==> config.mk <==
export PLATFORM = sky130hd
export DESIGN_NAME = icache_valid_array_flat
export DESIGN_NICKNAME = d
export VERILOG_FILES = /design/src/rtl/icache_valid_array_if.sv /design/src/rtl/icache_valid_array.sv /design/src/flat_wrapper.sv
export SDC_FILE = /design/constraint.sdc
export NUM_CORES = 1
export LEC_CHECK = 0
export BUFFER_PORTS_ARGS = -buffer_cell sky130_fd_sc_hd__buf_4
export CAP_MARGIN = 20
export CORE_ASPECT_RATIO = 1.1
export CORE_MARGIN = 1.5
export CORE_UTILIZATION = 40
export DETAILED_ROUTE_END_ITERATION = 10
export GPL_ROUTABILITY_DRIVEN = 1
export GPL_TIMING_DRIVEN = 0
export PLACE_DENSITY = 0.59
export SLEW_MARGIN = 40
export SYNTH_ARGS = -nofsm -noshare
export SYNTH_HDL_FRONTEND = slang
export SYNTH_SLANG_ARGS = --single-unit
==> constraint.sdc <==
create_clock -name clock -period 1.8 [get_ports clock]
set_input_delay 0.09 -clock clock [delete_from_list [all_inputs] [get_ports clock]]
set_output_delay 0.09 -clock clock [all_outputs]
set_load 0.1 [all_outputs]
==> src/rtl/icache_valid_array_if.sv <==
// Request/response bundle for the instruction-cache valid-bit array:
// read port, masked write port and the bulk-invalidate sweep controls.
interface icache_valid_array_if #(
  parameter int WAYS           = 2,
  parameter int SET_ADDR_WIDTH = 6,
  parameter int CHUNK_BITS     = 3
);
  localparam int CW = SET_ADDR_WIDTH - CHUNK_BITS;
  // Chunk index needs at least one bit even when a single chunk spans the array.
  localparam int PW = (CW > 0) ? CW : 1;

  logic                      rd_en;
  logic [SET_ADDR_WIDTH-1:0] rd_addr;
  logic [WAYS-1:0]           rd_data;
  logic                      wr_en;
  logic [SET_ADDR_WIDTH-1:0] wr_addr;
  logic [WAYS-1:0]           wr_way_mask;
  logic                      wr_value;
  logic                      wr_ready;
  logic                      inv_start;
  logic                      inv_all;
  logic [PW-1:0]             inv_base;
  logic [PW-1:0]             inv_len;
  logic                      inv_busy;
  logic                      inv_done;

  modport master (
    output rd_en, rd_addr, wr_en, wr_addr, wr_way_mask, wr_value,
           inv_start, inv_all, inv_base, inv_len,
    input  rd_data, wr_ready, inv_busy, inv_done
  );

  modport slave (
    input  rd_en, rd_addr, wr_en, wr_addr, wr_way_mask, wr_value,
           inv_start, inv_all, inv_base, inv_len,
    output rd_data, wr_ready, inv_busy, inv_done
  );
endinterface

==> src/rtl/icache_valid_array.sv <==
// Flop-based valid-bit array with registered read, masked write and a
// chunked bulk-invalidate sweep engine (IDLE -> SWEEP -> DONE).
module icache_valid_array #(
  parameter int WAYS           = 2,
  parameter int SET_ADDR_WIDTH = 6,
  parameter int CHUNK_BITS     = 3
) (
  input logic                 clock,
  input logic                 reset_n,
  icache_valid_array_if.slave bus
);
  localparam int SETS   = 1 << SET_ADDR_WIDTH;
  localparam int CW     = SET_ADDR_WIDTH - CHUNK_BITS;
  localparam int PW     = (CW > 0) ? CW : 1;
  localparam int CHUNKS = 1 << CW;
  // All-ones for CW > 0, zero for a single chunk: doubles as the wrap mask.
  localparam logic [PW-1:0] LAST_CHUNK = PW'(CHUNKS - 1);

  typedef enum logic [1:0] {IDLE, SWEEP, DONE} state_t;

  state_t        state;
  logic [PW-1:0] ptr;
  logic [PW-1:0] remain;
  logic          busy_q;
  logic          done_q;
  logic [WAYS-1:0] rd_q;
  logic [WAYS-1:0] valid_q [SETS];
  logic            wr_fire;

  assign wr_fire      = bus.wr_en && !busy_q;
  assign bus.wr_ready = !busy_q;
  assign bus.inv_busy = busy_q;
  assign bus.inv_done = done_q;
  assign bus.rd_data  = rd_q;

  always_ff @(posedge clock or negedge reset_n) begin
    if (!reset_n) begin
      state  <= IDLE;
      ptr    <= '0;
      remain <= '0;
      busy_q <= 1'b0;
      done_q <= 1'b0;
    end else begin
      case (state)
        IDLE: begin
          done_q <= 1'b0;
          if (bus.inv_start) begin
            state  <= SWEEP;
            busy_q <= 1'b1;
            ptr    <= bus.inv_all ? '0 : (bus.inv_base & LAST_CHUNK);
            remain <= bus.inv_all ? LAST_CHUNK : (bus.inv_len & LAST_CHUNK);
          end
        end
        SWEEP: begin
          ptr <= (ptr == LAST_CHUNK) ? '0 : ptr + 1'b1;
          if (remain == '0) begin
            state  <= DONE;
            done_q <= 1'b1;
          end else begin
            remain <= remain - 1'b1;
          end
        end
        DONE: begin
          state  <= IDLE;
          busy_q <= 1'b0;
          done_q <= 1'b0;
        end
        default: begin
          state  <= IDLE;
          busy_q <= 1'b0;
          done_q <= 1'b0;
        end
      endcase
    end
  end

  // NOTE: the array is plain flops, so clearing it in the async reset branch
  // is legal; a RAM macro could not be reset this way.
  always_ff @(posedge clock or negedge reset_n) begin
    if (!reset_n) begin
      for (int s = 0; s < SETS; s++) valid_q[s] <= '0;
    end else begin
      for (int s = 0; s < SETS; s++) begin
        if (state == SWEEP &&
            (SET_ADDR_WIDTH'(s) >> CHUNK_BITS) == SET_ADDR_WIDTH'(ptr)) begin
          valid_q[s] <= '0;
        end else if (wr_fire && bus.wr_addr == SET_ADDR_WIDTH'(s)) begin
          valid_q[s] <= (valid_q[s] & ~bus.wr_way_mask) |
                        (bus.wr_way_mask & {WAYS{bus.wr_value}});
        end
      end
    end
  end

  // NOTE: non-blocking assignment means rd_q samples valid_q before this
  // edge's write or clear lands, which is exactly read-before-write.
  always_ff @(posedge clock or negedge reset_n) begin
    if (!reset_n) begin
      rd_q <= '0;
    end else if (bus.rd_en) begin
      rd_q <= valid_q[bus.rd_addr];
    end
  end
endmodule

==> src/flat_wrapper.sv <==
// flat-port wrapper written by rule: the top's interface ports become plain ports
module icache_valid_array_flat 
#(
  parameter int WAYS           = 2,
  parameter int SET_ADDR_WIDTH = 6,
  parameter int CHUNK_BITS     = 3
)
  (clock, reset_n, bus_rd_en, bus_rd_addr, bus_wr_en, bus_wr_addr, bus_wr_way_mask, bus_wr_value, bus_inv_start, bus_inv_all, bus_inv_base, bus_inv_len, bus_rd_data, bus_wr_ready, bus_inv_busy, bus_inv_done);
  icache_valid_array_if #(.WAYS(WAYS), .SET_ADDR_WIDTH(SET_ADDR_WIDTH), .CHUNK_BITS(CHUNK_BITS)) bus_i ();
  input logic clock;
  input logic reset_n;
  input wire logic [$bits(bus_i.rd_en)-1:0] bus_rd_en;
  input wire logic [$bits(bus_i.rd_addr)-1:0] bus_rd_addr;
  input wire logic [$bits(bus_i.wr_en)-1:0] bus_wr_en;
  input wire logic [$bits(bus_i.wr_addr)-1:0] bus_wr_addr;
  input wire logic [$bits(bus_i.wr_way_mask)-1:0] bus_wr_way_mask;
  input wire logic [$bits(bus_i.wr_value)-1:0] bus_wr_value;
  input wire logic [$bits(bus_i.inv_start)-1:0] bus_inv_start;
  input wire logic [$bits(bus_i.inv_all)-1:0] bus_inv_all;
  input wire logic [$bits(bus_i.inv_base)-1:0] bus_inv_base;
  input wire logic [$bits(bus_i.inv_len)-1:0] bus_inv_len;
  output wire logic [$bits(bus_i.rd_data)-1:0] bus_rd_data;
  output wire logic [$bits(bus_i.wr_ready)-1:0] bus_wr_ready;
  output wire logic [$bits(bus_i.inv_busy)-1:0] bus_inv_busy;
  output wire logic [$bits(bus_i.inv_done)-1:0] bus_inv_done;
  assign bus_i.rd_en = bus_rd_en;
  assign bus_i.rd_addr = bus_rd_addr;
  assign bus_i.wr_en = bus_wr_en;
  assign bus_i.wr_addr = bus_wr_addr;
  assign bus_i.wr_way_mask = bus_wr_way_mask;
  assign bus_i.wr_value = bus_wr_value;
  assign bus_i.inv_start = bus_inv_start;
  assign bus_i.inv_all = bus_inv_all;
  assign bus_i.inv_base = bus_inv_base;
  assign bus_i.inv_len = bus_inv_len;
  assign bus_rd_data = bus_i.rd_data;
  assign bus_wr_ready = bus_i.wr_ready;
  assign bus_inv_busy = bus_i.inv_busy;
  assign bus_inv_done = bus_i.inv_done;
  icache_valid_array #(.WAYS(WAYS), .SET_ADDR_WIDTH(SET_ADDR_WIDTH), .CHUNK_BITS(CHUNK_BITS)) u_core (.clock(clock), .reset_n(reset_n), .bus(bus_i));
endmodule
After elaboration in Yosys (flattened, before gate mapping). Index checks and enable logic that the tools add are counted.

Register bits: 140. Input bits: 27. Output and inout bits: 5.

Add/subtract/negate cells: 2. Magnitude comparators: 1. Eq/ne operators: 75. Mux-type cells: 146. Bitwise operators: 132. Reduce and logical (&&, ||, !) cells: 147.

Operators by type and width (count): $mux W2 (132); $eq A6 B6 Y1 const B (32); $and A2 B2 Y2 (65); $reduce_bool A2 Y1 (65); $or A2 B2 Y2 (64); $eq A6 B5 Y1 const B (16); $logic_and A1 B1 Y1 (73); $eq A6 B4 Y1 const B (8); $eq A6 B3 Y1 const B (4); $mux W3 (6); $bmux W2 S6 (1); $eq A3 B3 Y1 const A (4); $eq A6 B2 Y1 const B (2); $pmux W3 S2 (2); $ge A7 B7 Y1 const B (1); $not A6 Y7 (1); $eq A2 B3 Y1 const A (2); $eq A6 B1 Y1 const B (1); $logic_not A3 Y1 (2); $logic_not A6 Y1 (1); $reduce_and A2 Y1 (3); $ne A2 B2 Y1 const B (2); $pmux W2 S2 (1); $add A3 B1 Y3 const B (1); 12 further kinds (14).

Logic depth before layout (Yosys ltp). Gate-level depths: netlist (run 1).

Depth after elaboration: 5. Depth in mapped cells: 8.

Worst setup path after synthesis (run 1). No wires, ideal clock.

Kind: register to register. Start: register u_core.busy_q (netlist: u_core.bus.inv_busy). End: register u_core.valid_q[14] in the netlist's numbering. Setup time: 129 ps. Arrival time: 2429 ps. Required time: 1671 ps. Path slack: -759 ps. Stages on the path, launching flop included: 9. Clock period less this slack: 2559 ps. Cell sequence: dfrtp_1 > inv_2 > and3_1 > buf_2 > and3_1 > clkbuf_2 > buf_2 > nand3_1 > a21oi_1.

Cells in the longest elaborated chain, start to end: 4.

RTL lines: start, declared (line icache_valid_array.sv:24) `logic busy_q;`; start signal, assigned (line icache_valid_array.sv:41) `busy_q <= 1'b0;`; start signal, assigned (line icache_valid_array.sv:49) `busy_q <= 1'b1;`; start signal, assigned (line icache_valid_array.sv:65) `busy_q <= 1'b0;`; $logic_not A1 Y1; net bus_wr_ready (line flat_wrapper.sv:23) `output wire logic [$bits(bus_i.wr_ready)-1:0] bus_wr_ready;`; $logic_and A1 B1 Y1 (line icache_valid_array.sv:30) `assign wr_fire = bus.wr_en && !busy_q;`; $logic_and A1 B1 Y1 (line icache_valid_array.sv:87) `end else if (wr_fire && bus.wr_addr == SET_ADDR_WIDTH'(s)) begin`; $reduce_bool A2 Y1 (no line); end signal, assigned by index (line icache_valid_array.sv:88) `valid_q[s] <= (valid_q[s] & ~bus.wr_way_mask) |`; end, declared (line icache_valid_array.sv:27) `logic [WAYS-1:0] valid_q [SETS];`.

The timed path passes the listed nets, and every way through them passes these cells. A chain may end at the register's enable or synchronous reset.

Worst setup path after layout (run 1).
Start: register u_core.busy_q (netlist: u_core.bus.inv_busy). End: register u_core.valid_q[66] in the netlist's numbering.

Cells in the longest elaborated chain, start to end: 4.

RTL lines (line): $logic_not A1 Y1 (icache_valid_array.sv:30); $logic_and A1 B1 Y1 (icache_valid_array.sv:30); $logic_and A1 B1 Y1 (icache_valid_array.sv:87); $reduce_bool A2 Y1 (no line).

Every way passes these cells.

==> results.sh, run 1 <==
export IMPL_run_status="complete, no violations"
export IMPL_design_portCount=32
export IMPL_vias_in_the_first_global_route=6709
export IMPL_tns_ns=0
export IMPL_critPathKind="reg2reg"
export IMPL_post_route_min_period_ns=1.74
export IMPL_worst_clock_skew_ns=0.00668
export IMPL_mostFrequentLayoutCell="dfrtp_1"
export IMPL_drv_max_cap_violation_count=0
export IMPL_max_slew_worst_pin_slew_ns=0.885
export IMPL_cts_sinks=140
export IMPL_worst_setup_path_start_kind="flip-flop"
export IMPL_first_iter_violations=765
export IMPL_leakagePower_nw=3.79
export IMPL_die_width_um=134
export IMPL_pwr_density_cell_nw_per_um2=1070
export IMPL_cp_slowest_stage_delay_ns=0.52
export IMPL_r2r_end="u_core.valid_q[66]"
export IMPL_cts_root_buf="clkbuf_16"
export IMPL_crit_chain="inv_12, and3_1, buf_6, and2_1, clkbuf_4, buf_6, nand3_1, a21oi_2"
export IMPL_critPathMaxFanout=10
export IMPL_starting_density_of_the_core_pct=41.0
export IMPL_cp_slowest_cell="dfrtp_4"
export IMPL_floorplan_die_height_um=147
export IMPL_grt_setup_unrepaired="true"
export IMPL_detail_route_vias_per_cell=6.35
export IMPL_area_delta_synth_final_pct=20.8
export IMPL_period_share_pct=96.5
export IMPL_timing_critical_path_from="u_core.bus.inv_busy"
export IMPL_yosys_cell_types_count=42
export IMPL_core_region_area_um2=18400
export IMPL_numPortBuffers=28
export IMPL_power_sequential_fraction_pct=36.6
export IMPL_synthCells=809
export IMPL_final_fill_count=1766
export IMPL_antenna_violations_before_repair=0
export IMPL_end_kind="flip-flop"
export IMPL_cts_buffer_depth=2
export IMPL_post_route_cells_drive_above_1_share_pct=20.1
export IMPL_postCtsSetupRepairBufs=0
export IMPL_rows=52
export IMPL_endpoint_of_the_worst_setup_timing_path="u_core.valid_q[66]"
export IMPL_drt_drc_violations_left=0
export IMPL_drtPass1Iterations=7
export IMPL_placed_cell_area_um2=8290
export IMPL_grt_first_pass_wirelength_mm=41.1
export IMPL_grtUsageTotal_pct=28.5
export IMPL_cts_tree="done"
export IMPL_maxSlewViolCount=0
export IMPL_hold_class="in2reg"
export IMPL_power_share_clock_pct=40.3
export IMPL_cts_buffer_count=17
export IMPL_r2r_start="u_core.bus.inv_busy"
export IMPL_route_final_wire_length_mm=27.5
export IMPL_vdd_ir_drop_worst_mv=0.747
export IMPL_place_gp_congestion=0.918
export IMPL_report_final_setup_viol=0
export IMPL_yosysSeqAreaShare_pct=46.4
export IMPL_synth_edff_count=0
export IMPL_clock_tree_htree_level_count=4
export IMPL_commonest_non_fill_non_tap_cells_in_the_layout="139 x dfrtp_1, 135 x nand3_1, 133 x o21ai_0, 123 x a21oi_1, 41 x buf_4"
export IMPL_yosys_register_bits=140
export IMPL_finish_instance_area_um2=9120
export IMPL_crit_required_ns=2.16
export IMPL_yosysTopAreaCell="dfrtp_1"
export IMPL_dp_hpwl_mm=18.7
export IMPL_slew_headroom_pct=40.8
export IMPL_power_switching_w=0.00311
export IMPL_intPower_w=0.00660
export IMPL_synth_top_cells_by_area="dfrtp_1 46%, nand3_1 9.2%, o21ai_0 9.0%, a21oi_1 8.9%, mux4_1 4.5%"
export IMPL_worst_r2r_cell_count=8
export IMPL_footprint_of_the_multi_input_gates_um2=3820
export IMPL_timing_reg2reg_setup_slack_ns=0.06
export IMPL_worst_setup_hold_path_clk_slew_ns=0.06
export IMPL_power_share_combinational_pct=23.1
export IMPL_num_antenna_cells=0
export IMPL_cpMostUsedCell="buf_6"
export IMPL_synthFlopType="dfrtp_1"
export IMPL_synth_cell_area_um2=7550
export IMPL_fmax_ghz=0.575
export IMPL_detailroute_via_count=7066
export IMPL_power_share_switching_pct=32.0
export IMPL_final_net_count=891
export IMPL_globalRouteOverflowTotal=0
export IMPL_timing_final_hold_violations=0
export IMPL_drt_wirelength_per_cell_um=24.7
export IMPL_maximum_number_of_pins_on_one_net_before_global_route_repair=52
export IMPL_worst_endpoint_arrival_ns=2.10
export IMPL_die_area_um2=19700
export IMPL_number_of_warnings_issued_by_yosys=0
export IMPL_clk_insertion_delay_late_ns=0.44
export IMPL_antenna_violating_nets_post_route=0
export IMPL_mappedNetlistNets=844
export IMPL_seqCellArea_um2=3510
export IMPL_postSynthAreaPerCell_um2=9.33
export IMPL_proportion_of_netlist_area_held_by_the_largest_area_contributor_pct=46.4
export IMPL_synthArstFlopShare_pct=100
==> sequential cells by signal (all words and copies together) (netlist names) <==
signal               count
u_core.state             2
u_core.bus.rd_data       2
u_core.ptr               3
u_core.valid_q         128
u_core.remain            3
u_core.bus.inv_busy      1
u_core.bus.inv_done      1
==> metrics by stage <==
stage | worst slack [ns] | power (W) | util, % | hold slack, ns | std cells
3_3_place_gp | -0.611 | 0.00572 | 44.4 | 0.381 | 1080
2_1_floorplan | -0.0144 | 0.00501 | - | -0.206 | 809
3_5_place_dp | -0.180 | 0.00576 | 45.0 | 0.0136 | 1084
5_1_grt | -0.0145 | 0.0101 | 49.5 | 0.0195 | 1112
4_1_cts | 0.00754 | 0.00964 | 48.9 | 0.0000707 | 1116
6_report | 0.0621 | 0.00971 | 49.5 | 0.00651 | 1112
==> cells by family (layout without fill, tap and decap cells) <==
logic type                 after synthesis  in the layout  synth area share [%]
AOI/OAI and AO/OA                      296            296                  20.6
muxes                                   42             42                  10.4
buffers and inverters                   80            140                  4.91
and+or+nand+nor                        243            243                  16.3
adders and majority gates                8              8                  1.33
DFF                                    140            140                  46.4
==> metal layers <==
layer	GRT usage (%)	routed length (um)	share of wire, %
met5	0	0	0
met4	12.7	1130	4.1
met3	6.18	2470	9.0
met2	44.0	12600	46
met1	38.6	11200	41
==> how the worst min path moves through the flow <==
stage               slack (ns)  depth (start not counted)                    end      startpoint
finish                   0.007                          3       u_core.remain[0]     bus_inv_all
global route              0.02                          3  u_core.bus.rd_data[1]  bus_rd_addr[3]
CTS                    0.00007                          3       u_core.remain[1]     bus_inv_all
detailed placement        0.01                          1    u_core.bus.inv_busy         reset_n
global placement          0.38                          3    u_core.bus.inv_busy   bus_inv_start
floorplan                -0.21                          0    u_core.bus.inv_done         reset_n
==> area by class of cell <==
cell class / instances / share of cell area (%)
Multi-Input combinational cell: 589 / 41.9
Sequential cell: 140 / 38.5
Buffer: 64 / 5.06
Clock buffer: 20 / 5.01
Timing Repair Buffer: 37 / 3.65
Tap cell: 243 / 3.33
Clock inverter: 12 / 2.11
Inverter: 7 / 0.425
==> power groups by stage <==
stage                     logic [W]  clock network, W  registers (W)
after global placement      0.00212                 0        0.00360
after CTS                   0.00217           0.00392        0.00355
after floorplan             0.00128                 0        0.00373
final                       0.00225           0.00392        0.00355
after detailed placement    0.00216                 0        0.00360
after global routing        0.00245           0.00405        0.00358
==> synth_stat cells, drive strengths merged (8+ instances only) <==
library cell,n
mux2,10
mux4,24
dfrtp,140
nand3,138
nor2,14
nand2,29
o21ai,136
clkbuf,41
and2,9
and3,10
nor3,10
mux2i,8
ha,8
nor2b,19
a21oi,134
buf,32
==> worst max-delay path: cells and delay by family, from the launching register on <==
family	cells	cell delay (ns)
and+or+nand+nor	3	0.42
AOI/OAI and AO/OA	1	0.18
buffers and inverters	4	0.54
DFF	1	0.52
==> what timing repair did <==
action | in CTS | in global routing
endpoints found under the setup margin | 88 | 102
hold endpoints to repair | 144 | 0
resized for setup | 16 | 76
hold buffers | 5 | 0
pin swaps | 0 | 2
No activity file was read; power rests on OpenSTA's default activity.
==> inputs of run 2 (changes only) <==
- PLACE_DENSITY: 0.59 -> 0.67
==> run 2 against run 1 <==
Cell count increased by 0.36%. Via count increased by 0.98%. Fmax decreased by 2.9%. Sequential power about the same. Clock power decreased by 5%. Clock-buffer cell count unchanged. Core utilization decreased by 0.095 points. Combinational power about the same. Total power decreased by 1.9%. Cell area decreased by 0.19%. Register-to-register slack got worse by 0.03 ns. Critical path type is now in2reg. Critical endpoint is now u_core.valid_q[103]. Largest power group unchanged. Highest routed layer unchanged.
==> results.sh, run 2 (synthesis gave the netlist of run 1 again) <==
export IMPL_cts_buffer_count=17
export IMPL_biggest_registers_after_layout="u_core.valid_q (128), u_core.ptr (3), u_core.remain (3)"
export IMPL_hold_class="in2reg"
export IMPL_num_antenna_cells=0
export IMPL_mostFrequentLayoutCell="dfrtp_1"
export IMPL_detailroute_via_count=7135
export IMPL_power_w=0.00953
export IMPL_worst_setup_hold_path_clk_slew_ns=0.06
export IMPL_clock_tree_htree_level_count=4
export IMPL_vias_in_the_first_global_route=7028
export IMPL_end_kind="flip-flop"
export IMPL_numPortBuffers=28
export IMPL_grtUsageTotal_pct=27.9
export IMPL_post_layout_nonfiller_instances=1116
export IMPL_worst_hold_path_num_cells=3
export IMPL_maximum_number_of_pins_on_one_net_before_global_route_repair=58
export IMPL_worst_endpoint_arrival_ns=2.10
export IMPL_post_route_min_period_ns=1.79
export IMPL_crit_chain="dlygate4sd3_1, buf_4, buf_4, nor2_1, nand3_1, o21ai_0, a21oi_1"
export IMPL_rows=52
export IMPL_post_route_cells_drive_above_1_share_pct=19.8
export IMPL_drtPass1Iterations=5
export IMPL_globalRouteOverflowTotal=0
export IMPL_r2r_end="u_core.bus.rd_data[1]"
export IMPL_detail_route_vias_per_cell=6.39
export IMPL_registers_top_by_ff_count="u_core.valid_q"
export IMPL_critPathKind="in2reg"
export IMPL_final_net_count=895
export IMPL_first_iter_violations=983
export IMPL_max_slew_worst_pin_slew_ns=0.877
export IMPL_commonest_non_fill_non_tap_cells_in_the_layout="139 x dfrtp_1, 133 x nand3_1, 131 x o21ai_0, 126 x a21oi_1, 44 x buf_4"
export IMPL_largest_register_ffs=128
export IMPL_clk_insertion_delay_late_ns=0.44
export IMPL_final_fill_count=1748
export IMPL_r2r_start="u_core.valid_q[37]"
export IMPL_worst_r2r_cell_count=5
export IMPL_dp_hpwl_mm=18.0
export IMPL_grt_setup_unrepaired="true"
export IMPL_pwr_density_cell_nw_per_um2=1050
export IMPL_report_final_setup_viol=0
export IMPL_die_width_um=134
export IMPL_die_area_um2=19700
export IMPL_holdCritStartpoint="bus_rd_addr[3]"
export IMPL_placed_cells=1084
export IMPL_route_final_wire_length_mm=26.5
export IMPL_worst_setup_margin_ns=0.00940
export IMPL_vdd_ir_drop_worst_mv=0.857
export IMPL_core_region_area_um2=18400
export IMPL_fin_util_pct=49.4
export IMPL_period_share_pct=99.5
export IMPL_cp_slowest_cell="dlygate4sd3_1"
export IMPL_cp_slowest_stage_delay_ns=0.54
export IMPL_drv_max_cap_violation_count=0
export IMPL_grt_first_pass_wirelength_mm=40.7
export IMPL_antenna_violating_nets_post_route=0
export IMPL_slew_headroom_pct=41.2
export IMPL_cts_root_buf="clkbuf_16"
export IMPL_drt_wirelength_per_cell_um=23.7
export IMPL_worst_clock_skew_ns=0.00785
export IMPL_cts_buffer_depth=2
export IMPL_floorplan_die_height_um=147
export IMPL_drt_drc_violations_left=0
export IMPL_timing_final_hold_violations=0
export IMPL_cpMostUsedCell="buf_4"
export IMPL_place_gp_congestion=0.935
export IMPL_antenna_violations_before_repair=0
export IMPL_detailedPlace_worstSlack_ns=-0.181
export IMPL_maxSlewViolCount=0
export IMPL_design_portCount=32
export IMPL_fmax_ghz=0.558
export IMPL_run_status="complete, no violations"
export IMPL_timing_reg2reg_setup_slack_ns=0.03
export IMPL_cts_sinks=140
export IMPL_worst_setup_path_start_kind="primary input"
export IMPL_leakagePower_nw=3.80
export IMPL_crit_required_ns=2.11
export IMPL_area_delta_synth_final_pct=20.6
export IMPL_cts_tree="done"
export IMPL_critPathMaxFanout=10
export IMPL_timing_hold_worst_endpoint="u_core.bus.rd_data[1]"
export IMPL_starting_density_of_the_core_pct=41.0
## run 2: power breakdown
| group | switching (W) | internal, W |
|---|---|---|
| Sequential | 0.000161 | 0.00340 |
| Combinational | 0.00154 | 0.000686 |
| Clock | 0.00140 | 0.00234 |
| Total | 0.00311 | 0.00642 |
## run 2: critical path, delay by kind of cell
kind | cells | cell delay [ns]
simple gates | 2 | 0.71
buf+inv | 3 | 0.86
compound gates | 2 | 0.43
## run 2: what timing repair did
| action | 4_1_cts | 5_1_grt |
|---|---|---|
| gates resized for setup | 13 | 75 |
| endpoints found under the hold margin | 88 | 0 |
| buffers inserted | 0 | 1 |
| setup endpoints to repair | 76 | 110 |
| hold buffers | 7 | 0 |
| pin swaps | 0 | 5 |
## run 2: final cells by class
type,count,area (um^2),area share [%]
Buffer,65,465,5.11
Clock buffer,20,447,4.91
Clock inverter,12,170,1.87
Inverter,7,38.8,0.426
Multi-Input combinational cell,589,3810,41.8
Sequential cell,140,3510,38.5
Tap cell,243,304,3.34
Timing Repair Buffer,40,360,3.96
## run 2: per-stage QoR
step	hold slack, ns	area [um^2]	setup TNS [ns]
floorplan	-0.206	7660	-0.0144
global placement	0.371	8180	-12.15
detailed placement	0.00434	8280	-6.31
CTS	0.000303	8980	0
global route	0.0197	9100	-0.0936
finish	0.00437	9100	0
## run 2: how the worst max path moves through the flow
| stage | startpoint | end | cells past startpoint |
|---|---|---|---|
| final | bus_wr_addr[1] | u_core.valid_q[103] | 7 |
| after global routing | u_core.bus.inv_busy | u_core.valid_q[38] | 8 |
| after CTS | u_core.bus.inv_busy | u_core.valid_q[109] | 7 |
| after detailed placement | u_core.state[1] | u_core.valid_q[104] | 6 |
| after global placement | bus_wr_addr[2] | u_core.valid_q[95] | 5 |
| after floorplan | u_core.bus.inv_busy | u_core.valid_q[31] | 8 |
## run 2: per-layer routing
metal | wire, um | global-route usage, %
met1 | 10200 | 35.4
met2 | 12300 | 43.3
met3 | 2700 | 7.56
met4 | 1200 | 15.3
met5 | 0 | 0
==> inputs of run 3 (changes only) <==
- CORE_UTILIZATION: 40 -> 27
- PLACE_DENSITY: 0.67 -> 0.52
==> run 3 against run 2 <==
Cell count increased by 11%. Clock power about the same. Largest power group unchanged. The run now ends with negative hold slack left. Clock-buffer cell count rose by 1. Flip-flop and latch count stayed put. Die area up 47%.
==> results.sh, run 3 (synthesis gave the netlist of run 1 again) <==
export IMPL_run_status="complete, but fails checks"
export IMPL_failed_checks="negative hold slack"
export IMPL_first_iter_violations=841
export IMPL_cts_buffer_count=17
export IMPL_worst_hold_path_num_cells=3
export IMPL_timing_reg2reg_setup_slack_ns=0.04
export IMPL_cts_root_buf="clkbuf_16"
export IMPL_critPathMaxFanout=10
export IMPL_drv_max_cap_violation_count=0
export IMPL_cts_tree="done"
export IMPL_final_fill_count=2839
export IMPL_period_share_pct=97.7
export IMPL_power_w=0.00952
export IMPL_post_route_min_period_ns=1.76
export IMPL_antenna_violating_nets_post_route=0
export IMPL_max_slew_worst_pin_slew_ns=0.871
export IMPL_commonest_non_fill_non_tap_cells_in_the_layout="139 x dfrtp_1, 135 x nand3_1, 127 x o21ai_0, 122 x a21oi_1, 42 x buf_4"
export IMPL_slew_headroom_pct=41.7
export IMPL_placed_cells=1205
export IMPL_route_final_wire_length_mm=28.6
export IMPL_fin_util_pct=33.6
export IMPL_design_portCount=32
export IMPL_biggest_registers_after_layout="u_core.valid_q (128), u_core.ptr (3), u_core.remain (3)"
export IMPL_cts_sinks=140
export IMPL_timing_final_hold_violations=1
export IMPL_post_route_cells_drive_above_1_share_pct=20.5
export IMPL_timing_hold_worst_endpoint="u_core.remain[2]"
export IMPL_post_layout_nonfiller_instances=1236
export IMPL_grtUsageTotal_pct=20.4
export IMPL_floorplan_die_height_um=178
export IMPL_die_width_um=162
export IMPL_maximum_number_of_pins_on_one_net_before_global_route_repair=71
export IMPL_rows=64
export IMPL_detailedPlace_worstSlack_ns=-0.184
export IMPL_critPathKind="reg2reg"
export IMPL_globalRouteOverflowTotal=0
export IMPL_drt_drc_violations_left=0
export IMPL_vdd_ir_drop_worst_mv=0.726
export IMPL_fmax_ghz=0.569
export IMPL_die_area_um2=29000
export IMPL_grt_setup_unrepaired="true"
export IMPL_num_antenna_cells=0
export IMPL_starting_density_of_the_core_pct=27.3
export IMPL_hold_class="in2reg"
export IMPL_worst_r2r_cell_count=7
export IMPL_drtPass1Iterations=7
export IMPL_crit_required_ns=2.12
export IMPL_antenna_violations_before_repair=0
export IMPL_drt_wirelength_per_cell_um=23.1
export IMPL_dp_hpwl_mm=19.6
export IMPL_worst_setup_hold_path_clk_slew_ns=0.06
export IMPL_worst_clock_skew_ns=0.0102
export IMPL_vias_in_the_first_global_route=6825
export IMPL_pwr_density_cell_nw_per_um2=1030
export IMPL_core_region_area_um2=27600
export IMPL_worst_setup_path_start_kind="flip-flop"
export IMPL_clk_insertion_delay_late_ns=0.43
export IMPL_worst_endpoint_arrival_ns=2.07
export IMPL_final_hold_worst_slack_ns=-0.00326
export IMPL_mostFrequentLayoutCell="dfrtp_1"
export IMPL_maxSlewViolCount=0
export IMPL_clock_tree_htree_level_count=4
export IMPL_detailroute_via_count=6966
export IMPL_final_net_count=895
export IMPL_cts_buffer_depth=2
export IMPL_r2r_end="u_core.valid_q[4]"
export IMPL_r2r_start="u_core.bus.inv_busy"
export IMPL_numPortBuffers=28
export IMPL_place_gp_congestion=0.882
export IMPL_detail_route_vias_per_cell=5.64
export IMPL_holdCritStartpoint="bus_inv_all"
export IMPL_largest_register_ffs=128
export IMPL_worst_setup_margin_ns=0.0419
export IMPL_leakagePower_nw=3.80
export IMPL_tns_ns=0
export IMPL_end_kind="flip-flop"
export IMPL_area_delta_synth_final_pct=22.8
export IMPL_grt_first_pass_wirelength_mm=43.1
export IMPL_report_final_setup_viol=0
export IMPL_registers_top_by_ff_count="u_core.valid_q"
-- run 3: cell types whose count changed in the layout (fill, tap and decap cells not counted), sizes merged --
cell	delta
buf	-1
bufinv	-1
clkbuf	+4
clkinv	+1
clkinvlp	-1
dlygate4sd3	-2
-- run 3: cell type report --
| type | instances | area [um^2] | share of cell area (%) |
|---|---|---|---|
| multi-input combinational | 589 | 3830 | 41.3 |
| sequential | 140 | 3510 | 37.8 |
| clock buffer | 21 | 470 | 5.07 |
| tap | 363 | 454 | 4.90 |
| buffer | 65 | 453 | 4.89 |
| timing repair buffer | 40 | 375 | 4.05 |
| clock inverter | 11 | 141 | 1.53 |
| inverter | 7 | 38.8 | 0.418 |
-- run 3: worst max path at each step --
stage	end	startpoint	slack [ns]	cells past startpoint
floorplan	u_core.valid_q[31]	u_core.bus.inv_busy	-0.01	8
global placement	u_core.valid_q[95]	bus_wr_addr[2]	-0.72	5
detailed placement	u_core.valid_q[27]	u_core.bus.inv_busy	-0.18	7
CTS	u_core.valid_q[80]	u_core.state[0]	0.002	5
global route	u_core.valid_q[4]	u_core.bus.inv_busy	-0.02	7
finish	u_core.valid_q[4]	u_core.bus.inv_busy	0.04	7
-- run 3: layer usage --
layer  global-route usage [%]  share of wire (%)  vias up
li1                         -                  -     3091
met1                     26.5                 43     3523
met2                     32.9                 47      297
met3                     5.00                7.0       55
met4                     7.07                2.8        0
met5                        0                  0        -
-- run 3: power by group --
group          internal [W]  leakage, nW  total (W)  switching [W]
Sequential          0.00339         1.93    0.00355       0.000160
Clock               0.00228        0.295    0.00371        0.00143
Combinational      0.000688         1.57    0.00225        0.00157
Total               0.00636         3.80    0.00952        0.00316
-- run 3: worst max-delay path: stages (launching register included) --
cell	delay, ns
dfrtp_4	0.52
inv_12	0.06
and3_1	0.17
buf_6	0.14
nand3_2	0.15
clkbuf_4	0.24
o21ai_0	0.26
a21oi_2	0.09
-- run 3: what timing repair did --
| action | in CTS | in global routing |
|---|---|---|
| gates resized for setup | 17 | 73 |
| gates cloned | 0 | 1 |
| pin swaps | 0 | 3 |
| setup buffers | 0 | 1 |
| setup endpoints to repair | 88 | 109 |
| hold buffers | 5 | 0 |
| hold endpoints to repair | 74 | 0 |
-- run 3: through the flow --
step / cell area [um^2] / hold WS (ns)
after floorplan: 7660 / -0.206
after global placement: 8330 / 0.383
after detailed placement: 8450 / -0.126
after CTS: 9130 / 0.00210
after global routing: 9270 / 0.0213
final: 9270 / -0.00326
